[config.mk]
export PLATFORM = sky130hd
export DESIGN_NAME = mmio_bridge
export DESIGN_NICKNAME = d
export VERILOG_FILES = /design/src/rtl/mmio_bridge.sv
export SDC_FILE = /design/constraint.sdc
export NUM_CORES = 1
export LEC_CHECK = 0
export ABC_AREA = 0
export CORE_MARGIN = 1
export CORE_UTILIZATION = 50
export DETAILED_ROUTE_END_ITERATION = 7
export GPL_ROUTABILITY_DRIVEN = 1
export PLACE_DENSITY = 0.84
export SLEW_MARGIN = 20
export SYNTH_ARGS = -nofsm -noshare
export SYNTH_HDL_FRONTEND = slang
export SYNTH_SLANG_ARGS = --single-unit
[constraint.sdc]
create_clock -name clk_in -period 4.9 [get_ports clk_in]
set_input_delay 0.735 -clock clk_in [delete_from_list [all_inputs] [get_ports clk_in]]
set_output_delay 0.735 -clock clk_in [all_outputs]
set_load 0.05 [all_outputs]
[src/rtl/mmio_bridge.sv]
// mmio_bridge: CPU bus bridge to RAM, a TX FIFO, an external RX FIFO and a cycle counter.
module mmio_bridge #(
  parameter int TX_DEPTH = 8
) (
  input  logic        clk_in,
  input  logic        rst_in,
  input  logic [31:0] cpu_a,
  input  logic        cpu_wr,
  input  logic [7:0]  cpu_dout,
  output logic [7:0]  cpu_din,
  output logic        cpu_rdy,
  output logic [16:0] ram_a,
  output logic        ram_we,
  output logic [7:0]  ram_wdata,
  input  logic [7:0]  ram_rdata,
  output logic [7:0]  tx_data,
  output logic        tx_valid,
  input  logic        tx_ready,
  input  logic [7:0]  rx_data,
  input  logic        rx_empty,
  output logic        rx_pop,
  output logic        prog_end
);
  localparam int PW = $clog2(TX_DEPTH);
  localparam logic [PW:0] FULL = (PW+1)'(TX_DEPTH);
  typedef enum logic [1:0] {SRC_ZERO, SRC_RAM, SRC_BYTE} src_t;
  src_t src_q, src_d;
  logic [7:0] byte_q, byte_d, io_byte;
  logic [31:0] cnt_q, cnt_d, shadow_q, shadow_d;
  logic [PW-1:0] wp_q, wp_d, rp_q, rp_d;
  logic [PW:0] count_q, count_d;
  logic prog_q, prog_d;
  logic [7:0] mem_q [TX_DEPTH];
  logic io, wr_tx, wr_end, rd_rx, rd_acc, acc, push, pop;
  logic [15:0] off;
  logic unused_hi;
  assign unused_hi = ^cpu_a[31:18];
  assign io = cpu_a[17:16] == 2'b11;
  assign off = cpu_a[15:0];
  assign wr_tx = io && cpu_wr && off == 16'h0 && cpu_dout != 8'h0;
  assign wr_end = io && cpu_wr && off == 16'h4;
  assign rd_rx = io && !cpu_wr && off == 16'h0;
  // Held in reset so the CPU never sees a stall while the bridge is cleared.
  assign cpu_rdy = !rst_in || !(((wr_tx || wr_end) && count_q == FULL) || (rd_rx && rx_empty));
  assign acc = rst_in && cpu_rdy;
  assign rd_acc = acc && !cpu_wr;
  assign push = acc && (wr_tx || wr_end);
  assign pop = tx_valid && tx_ready;
  assign ram_a = cpu_a[16:0];
  assign ram_wdata = cpu_dout;
  assign ram_we = acc && cpu_wr && !io;
  assign rx_pop = acc && rd_rx;
  assign tx_valid = count_q != '0;
  assign tx_data = mem_q[rp_q];
  assign prog_end = prog_q;
  // RAM data arrives a cycle late, so it is muxed live; everything else is latched in byte_q.
  assign cpu_din = src_q == SRC_RAM ? ram_rdata : src_q == SRC_BYTE ? byte_q : 8'h0;
  assign io_byte = rd_rx ? rx_data :
                   off == 16'h4 ? cnt_q[7:0] :
                   off == 16'h5 ? shadow_q[15:8] :
                   off == 16'h6 ? shadow_q[23:16] :
                   off == 16'h7 ? shadow_q[31:24] : 8'h0;
  always_comb begin
    src_d = rd_acc && !io ? SRC_RAM : SRC_BYTE;
    byte_d = rd_acc && io ? io_byte : cpu_din;
    shadow_d = rd_acc && io && off == 16'h4 ? cnt_q : shadow_q;
    cnt_d = cnt_q + 32'd1;
    prog_d = prog_q || (push && wr_end);
    wp_d = wp_q + PW'(push);
    rp_d = rp_q + PW'(pop);
    count_d = count_q + (PW+1)'(push) - (PW+1)'(pop);
  end
  always_ff @(posedge clk_in or negedge rst_in) begin
    if (!rst_in) begin
      src_q <= SRC_ZERO;
      byte_q <= 8'h0;
      shadow_q <= 32'h0;
      cnt_q <= 32'h0;
      prog_q <= 1'b0;
      wp_q <= '0;
      rp_q <= '0;
      count_q <= '0;
    end else begin
      src_q <= src_d;
      byte_q <= byte_d;
      shadow_q <= shadow_d;
      cnt_q <= cnt_d;
      prog_q <= prog_d;
      wp_q <= wp_d;
      rp_q <= rp_d;
      count_q <= count_d;
    end
  end
  always_ff @(posedge clk_in) begin
    if (push) mem_q[wp_q] <= wr_tx ? cpu_dout : 8'h0;
  end
endmodule

**Word-level counts from Yosys, hierarchy flattened**

Memory sizes are Yosys's and may differ from the RTL's.
Index checks and enable logic that the tools add are counted.

- Bits of input ports: 61
- RAM bits: 64
- Bits in registers: 85
- Memories kept: 1

Memories:

| name | words | width | read ports | clocked after Yosys merged registers in | write ports | line | source |
|---|---|---|---|---|---|---|---|
| mem_q | 8 | 8 | 1 | 0 | 1 | 33 | `logic [7:0] mem_q [TX_DEPTH];` |

- Muxes and demuxes: 12
- Add/subtract/negate cells: 5
- Eq/ne operators: 8
- Reductions and logical operators: 30

Operators by type and width:

| operator | count |
|---|---|
| 2-to-1 mux 8 bit | 9 |
| == test 16 x 3 -> 1 bit, second input constant | 4 |
| adder 32 x 1 -> 32 bit, second input constant | 1 |
| logical AND 1 bit | 19 |
| zero test 16 bit | 1 |
| nonzero test 8 bit | 1 |
| adder 3 x 1 -> 3 bit | 2 |
| adder 4 x 1 -> 4 bit | 1 |
| == test 2 bit, second input constant | 2 |
| == test 4 bit, second input constant | 1 |
| zero test 1 bit | 4 |
| logical OR 1 bit | 4 |
| nonzero test 4 bit | 1 |
| subtractor 4 x 1 -> 4 bit | 1 |
| == test 2 x 1 -> 1 bit, second input constant | 1 |
| 2-to-1 mux 1 bit | 2 |
| 2-to-1 mux 2 bit | 1 |

**Longest topological paths before layout**

- Word-level depth: 13
- Mapped depth: 13
- Mapped depth without buffers: 13

**Worst setup path after synthesis**

OpenSTA, ideal clock, no wires.

- Path type: input -> output
- Start: in cpu_a[9]
- End: out rx_pop
- Data arrival time: 3.090 ns
- Setup slack: 1.075 ns
- Required time: 4.165 ns
- Stages on the path: 5
- Buffers on the path: 1
- Cells stage by stage: nor4_4 > or4b_4 > or2_2 > buf_6 > nor3_1

- Cells in the longest elaborated chain, start to end: 10
- Elaborated cells between the ends (all ways): 14

RTL lines:

| item | line | source |
|---|---|---|
| from (decl) | 7 | `input logic [31:0] cpu_a,` |
| zero test 16 bit | 40, 42 |  |
| logical AND 1 bit (2 in series) | 40 | `assign wr_tx = io && cpu_wr && off == 16'h0 && cpu_dout != 8'h0;` |
| logical OR 1 bit | 44 | `assign cpu_rdy = !rst_in \|\| !(((wr_tx \|\| wr_end) && count_q == FULL) \|\| (rd_rx && rx_empty));` |
| logical AND 1 bit | 44 |  |
| logical OR 1 bit | 44 |  |
| zero test 1 bit | 44 |  |
| logical OR 1 bit | 44 |  |
| logical AND 1 bit | 45 | `assign acc = rst_in && cpu_rdy;` |
| logical AND 1 bit (*) | 52 | `assign rx_pop = acc && rd_rx;` |
| to (decl) | 21 | `output logic rx_pop,` |

Every way passes the cells marked *; elsewhere a longest branch is shown, timed or not.

**Worst setup path after layout**

- Start: in cpu_a[13]
- End: out cpu_rdy

- Cells in the longest elaborated chain, start to end: 8
- Elaborated cells between the ends (all ways): 12

RTL lines:

| item | line | source |
|---|---|---|
| zero test 16 bit | 40, 42 |  |
| logical AND 1 bit (2 in series) | 40 |  |
| logical OR 1 bit | 44 |  |
| logical AND 1 bit | 44 |  |
| logical OR 1 bit (*) | 44 |  |
| zero test 1 bit (*) | 44 |  |
| logical OR 1 bit (*) | 44 |  |
| to (decl) | 11 | `output logic cpu_rdy,` |

Marked as above.

==> results.toml <==
[critical_path]
path_max_fanout = 6
end_kind = "output pin"
worst-setup-path-type = "input port to output pin"
r2r-start = "count_q[2]"
critPathLaunch = "cpu_a[13]"
slowest_delay_ps = 710
worst_ep_required_time_ps = 4160
crit_path_end = "cpu_rdy"
crit_arrival_ps = 3440
cp_top_family = "simple AND/OR/NAND/NOR gates"
critPathSlowestCell = "clkdlybuf4s50_1"
worstPathCellList = "clkdlybuf4s50_1 -> nor4_2 -> nand3_1 -> or3_1 -> a311o_1 -> clkdlybuf4s50_1"
crit_cells = 6
cp_num_buf_inv = 2
cp_common_cell = "clkdlybuf4s50_1"
r2r_slack_ps = 1430
start_kind = "input port"
worst_r2r_endpoint = "count_q[3]"
r2r_cells = 13

[logic_synthesis]
avgSynthCellArea_um2 = 14.10
yosysWarnings = 0
syn_inst = 461
syn_area_mm2 = 0.006501
synth_ff_type = "dfrtp_1"
syn_nets = 534
async_reset_ff_share_pct = 54.61
yosysUniqueCellTypes = 51
synth_top_area_cell = "dfrtp_1"
yosysSeqAreaShare_pct = 59.20
synth-edff-count = 64
ys_ff_latch = 141
ys_top_cells_by_area = "dfrtp_1 30%, edfxtp_1 30%, mux2_2 5.5%"
synth.top_cell.area_share_pct = 29.64

[global_routing]
overflow = 0
grt_max_degree = 55
grt_pass1_wl_mm = 22.34
grt_pass1_vias = 4270
grt.total_usage_pct = 22.99
antenna_found_initial = 0

[clocking]
insertion_delay_ps = 430
cts.sinks = 141
cts_root_buffer = "clkbuf_16"
cts_resized = 0
cts_tree = "done"
ctsLongestPathBuffers = 2
htree_levels = 4
postCtsHoldBufs = 0
cts_made_buffers = 17
post_cts_buffers = 0
clkTransAtPathRegs_ps = 60

[routing]
avgViaCountPerCell = 5.593
wire_per_inst_um = 19.21
drc = 0
vias = 4077
ant_nets = 0
drt-pass1-iter-count = 4
wl_mm = 14.00
drtIter0Drc = 364

[run_status]
status = "finished clean"

[die]
num_rows = 41
core_area_mm2 = 0.01267
die-width_um = 116.0
fp.dieH_um = 116.0
die_area_mm2 = 0.01346
ios = 107
start_util_pct = 51.31

[worst_hold_path]
worst_hold_path_type = "input port to asynchronous set/reset pin"

[final_layout]
layout_common_cells = "90 x clkdlybuf4s50_1, 76 x dfrtp_1, 64 x edfxtp_1"
nets = 617
n_antenna_cell = 0
drive_gt1_share_pct = 19.57
syn_to_final_growth_pct = 23.46
final_cells = 729
layout_commonest_cell = "clkdlybuf4s50_1"
finish.instance_area_mm2 = 0.008026

[placement]
routabilityCongestion = 0.8356
dp_hpwl_mm = 9.893
dpl.cell_count = 697
dpl_cell_area_mm2 = 0.007462
io_buffers = 92

[sta]
tns_ps = 0
tightest_slew_ps = 814.6
fin_skew_ps = 12.68
setup_violations = 0
rsz0062_at_grt = "false"
finalHoldViolations = 0
slew_headroom_pct = 45.28
maxSlewViolCount = 0
clock.fmax_mhz = 239.8
fin_crit_sh_pct = 85.11
finalCriticalPeriod_ps = 4171

[pwr]
power.density_mw_per_mm2 = 403.2
leakagePower_nw = 3.171
vdd_drop_max_mv = 0.2042

[run]
maxCapViolCount = 0
[routing by layer]
layer / wire length [um] / up-vias / global-route usage, %
li1: - / 1869 / -
met1: 5527 / 2076 / 26.98
met2: 7655 / 114 / 40.60
met3: 587 / 18 / 5.439
met4: 231 / 0 / 9.402
met5: 0 / - / 0
[final cells by class]
| type | count | area (um^2) |
|---|---|---|
| fillers | 915 | 4644 |
| flip-flops and latches | 141 | 3850 |
| multi-input cells | 271 | 2369 |
| repair buffers | 103 | 998.5 |
| clock buffers | 17 | 425.4 |
| well taps | 172 | 215.2 |
| clock inverters | 15 | 131.4 |
| inverters | 10 | 37.54 |
[metrics by stage]
| stage | setup WS, ps | utilization (%) | power, W | hold slack, ps |
|---|---|---|---|---|
| 5_1_grt | 576.2 | 63.35 | 0.003364 | 243.7 |
| 3_3_place_gp | 747.0 | 58.89 | 0.002044 | 450.6 |
| 6_report | 729.5 | 63.35 | 0.003236 | 220.1 |
| 4_1_cts | 710.6 | 63.29 | 0.003270 | 218.1 |
| 2_1_floorplan | 1075 | - | 0.001850 | 436.2 |
| 3_5_place_dp | 647.7 | 58.89 | 0.002074 | 464.8 |
[synth_stat cells, drive strengths merged (4+ instances only)]
| library cell | count |
|---|---|
| and3 | 8 |
| ha | 11 |
| nor3 | 12 |
| mux2 | 32 |
| clkbuf | 8 |
| o221a | 4 |
| dfrtp | 77 |
| nand2 | 20 |
| a22o | 8 |
| buf | 31 |
| nand3 | 14 |
| mux4 | 16 |
| nor4 | 5 |
| nor2 | 10 |
| and2 | 9 |
| o21ai | 17 |
| edfxtp | 64 |
| inv | 10 |
| mux2i | 16 |
| xor2 | 9 |
| nand4 | 13 |
| a32oi | 4 |
| xnor2 | 25 |
| o22ai | 4 |
| nor2b | 7 |
[flip-flops by register name, indices dropped and copies added (netlist names)]
register,flops
byte_q,8
cnt_q,32
count_q,4
mem_q,64
prog_end,1
rp_q,3
shadow_q,24
src_q,2
wp_q,3
[worst min path at each step]
| stage | from | endpoint | slack, ps |
|---|---|---|---|
| floorplan | rst_in | byte_q[0] | 440 |
| global placement | cnt_q[31] | cnt_q[31] | 450 |
| detailed placement | cnt_q[31] | cnt_q[31] | 460 |
| CTS | rst_in | wp_q[0] | 220 |
| global route | rst_in | cnt_q[3] | 240 |
| finish | rst_in | cnt_q[6] | 220 |
[cells by family after synthesis]
group	after synthesis	synth area share [%]
flip-flops	141	59.20
adder cells (fa/ha/maj)	12	2.425
XOR/XNOR	34	4.581
AND/OR/NAND/NOR	116	10.53
AO/OA/AOI/OAI	45	5.254
buffers and inverters	49	4.465
multiplexers	64	13.55
[where the power goes]
group	leakage [nW]	internal (W)	switching, W
Clock	0.267	0.000663	0.000528
Sequential	1.59	0.00126	0.000102
Combinational	1.31	0.000312	0.000366
[worst reg2reg max path: stages, from the launching register on]
cell and delay (ps):
dfrtp_1 370, inv_1 100, ha_1 140, nor3b_1 540
o211ai_1 320, a211oi_4 510, o21bai_4 270, or2_2 170
ha_1 130, inv_1 60, ha_1 270, a21o_1 180
a21oi_1 180, xor2_1 160
Note: power is estimated with default switching activity, not from simulation.
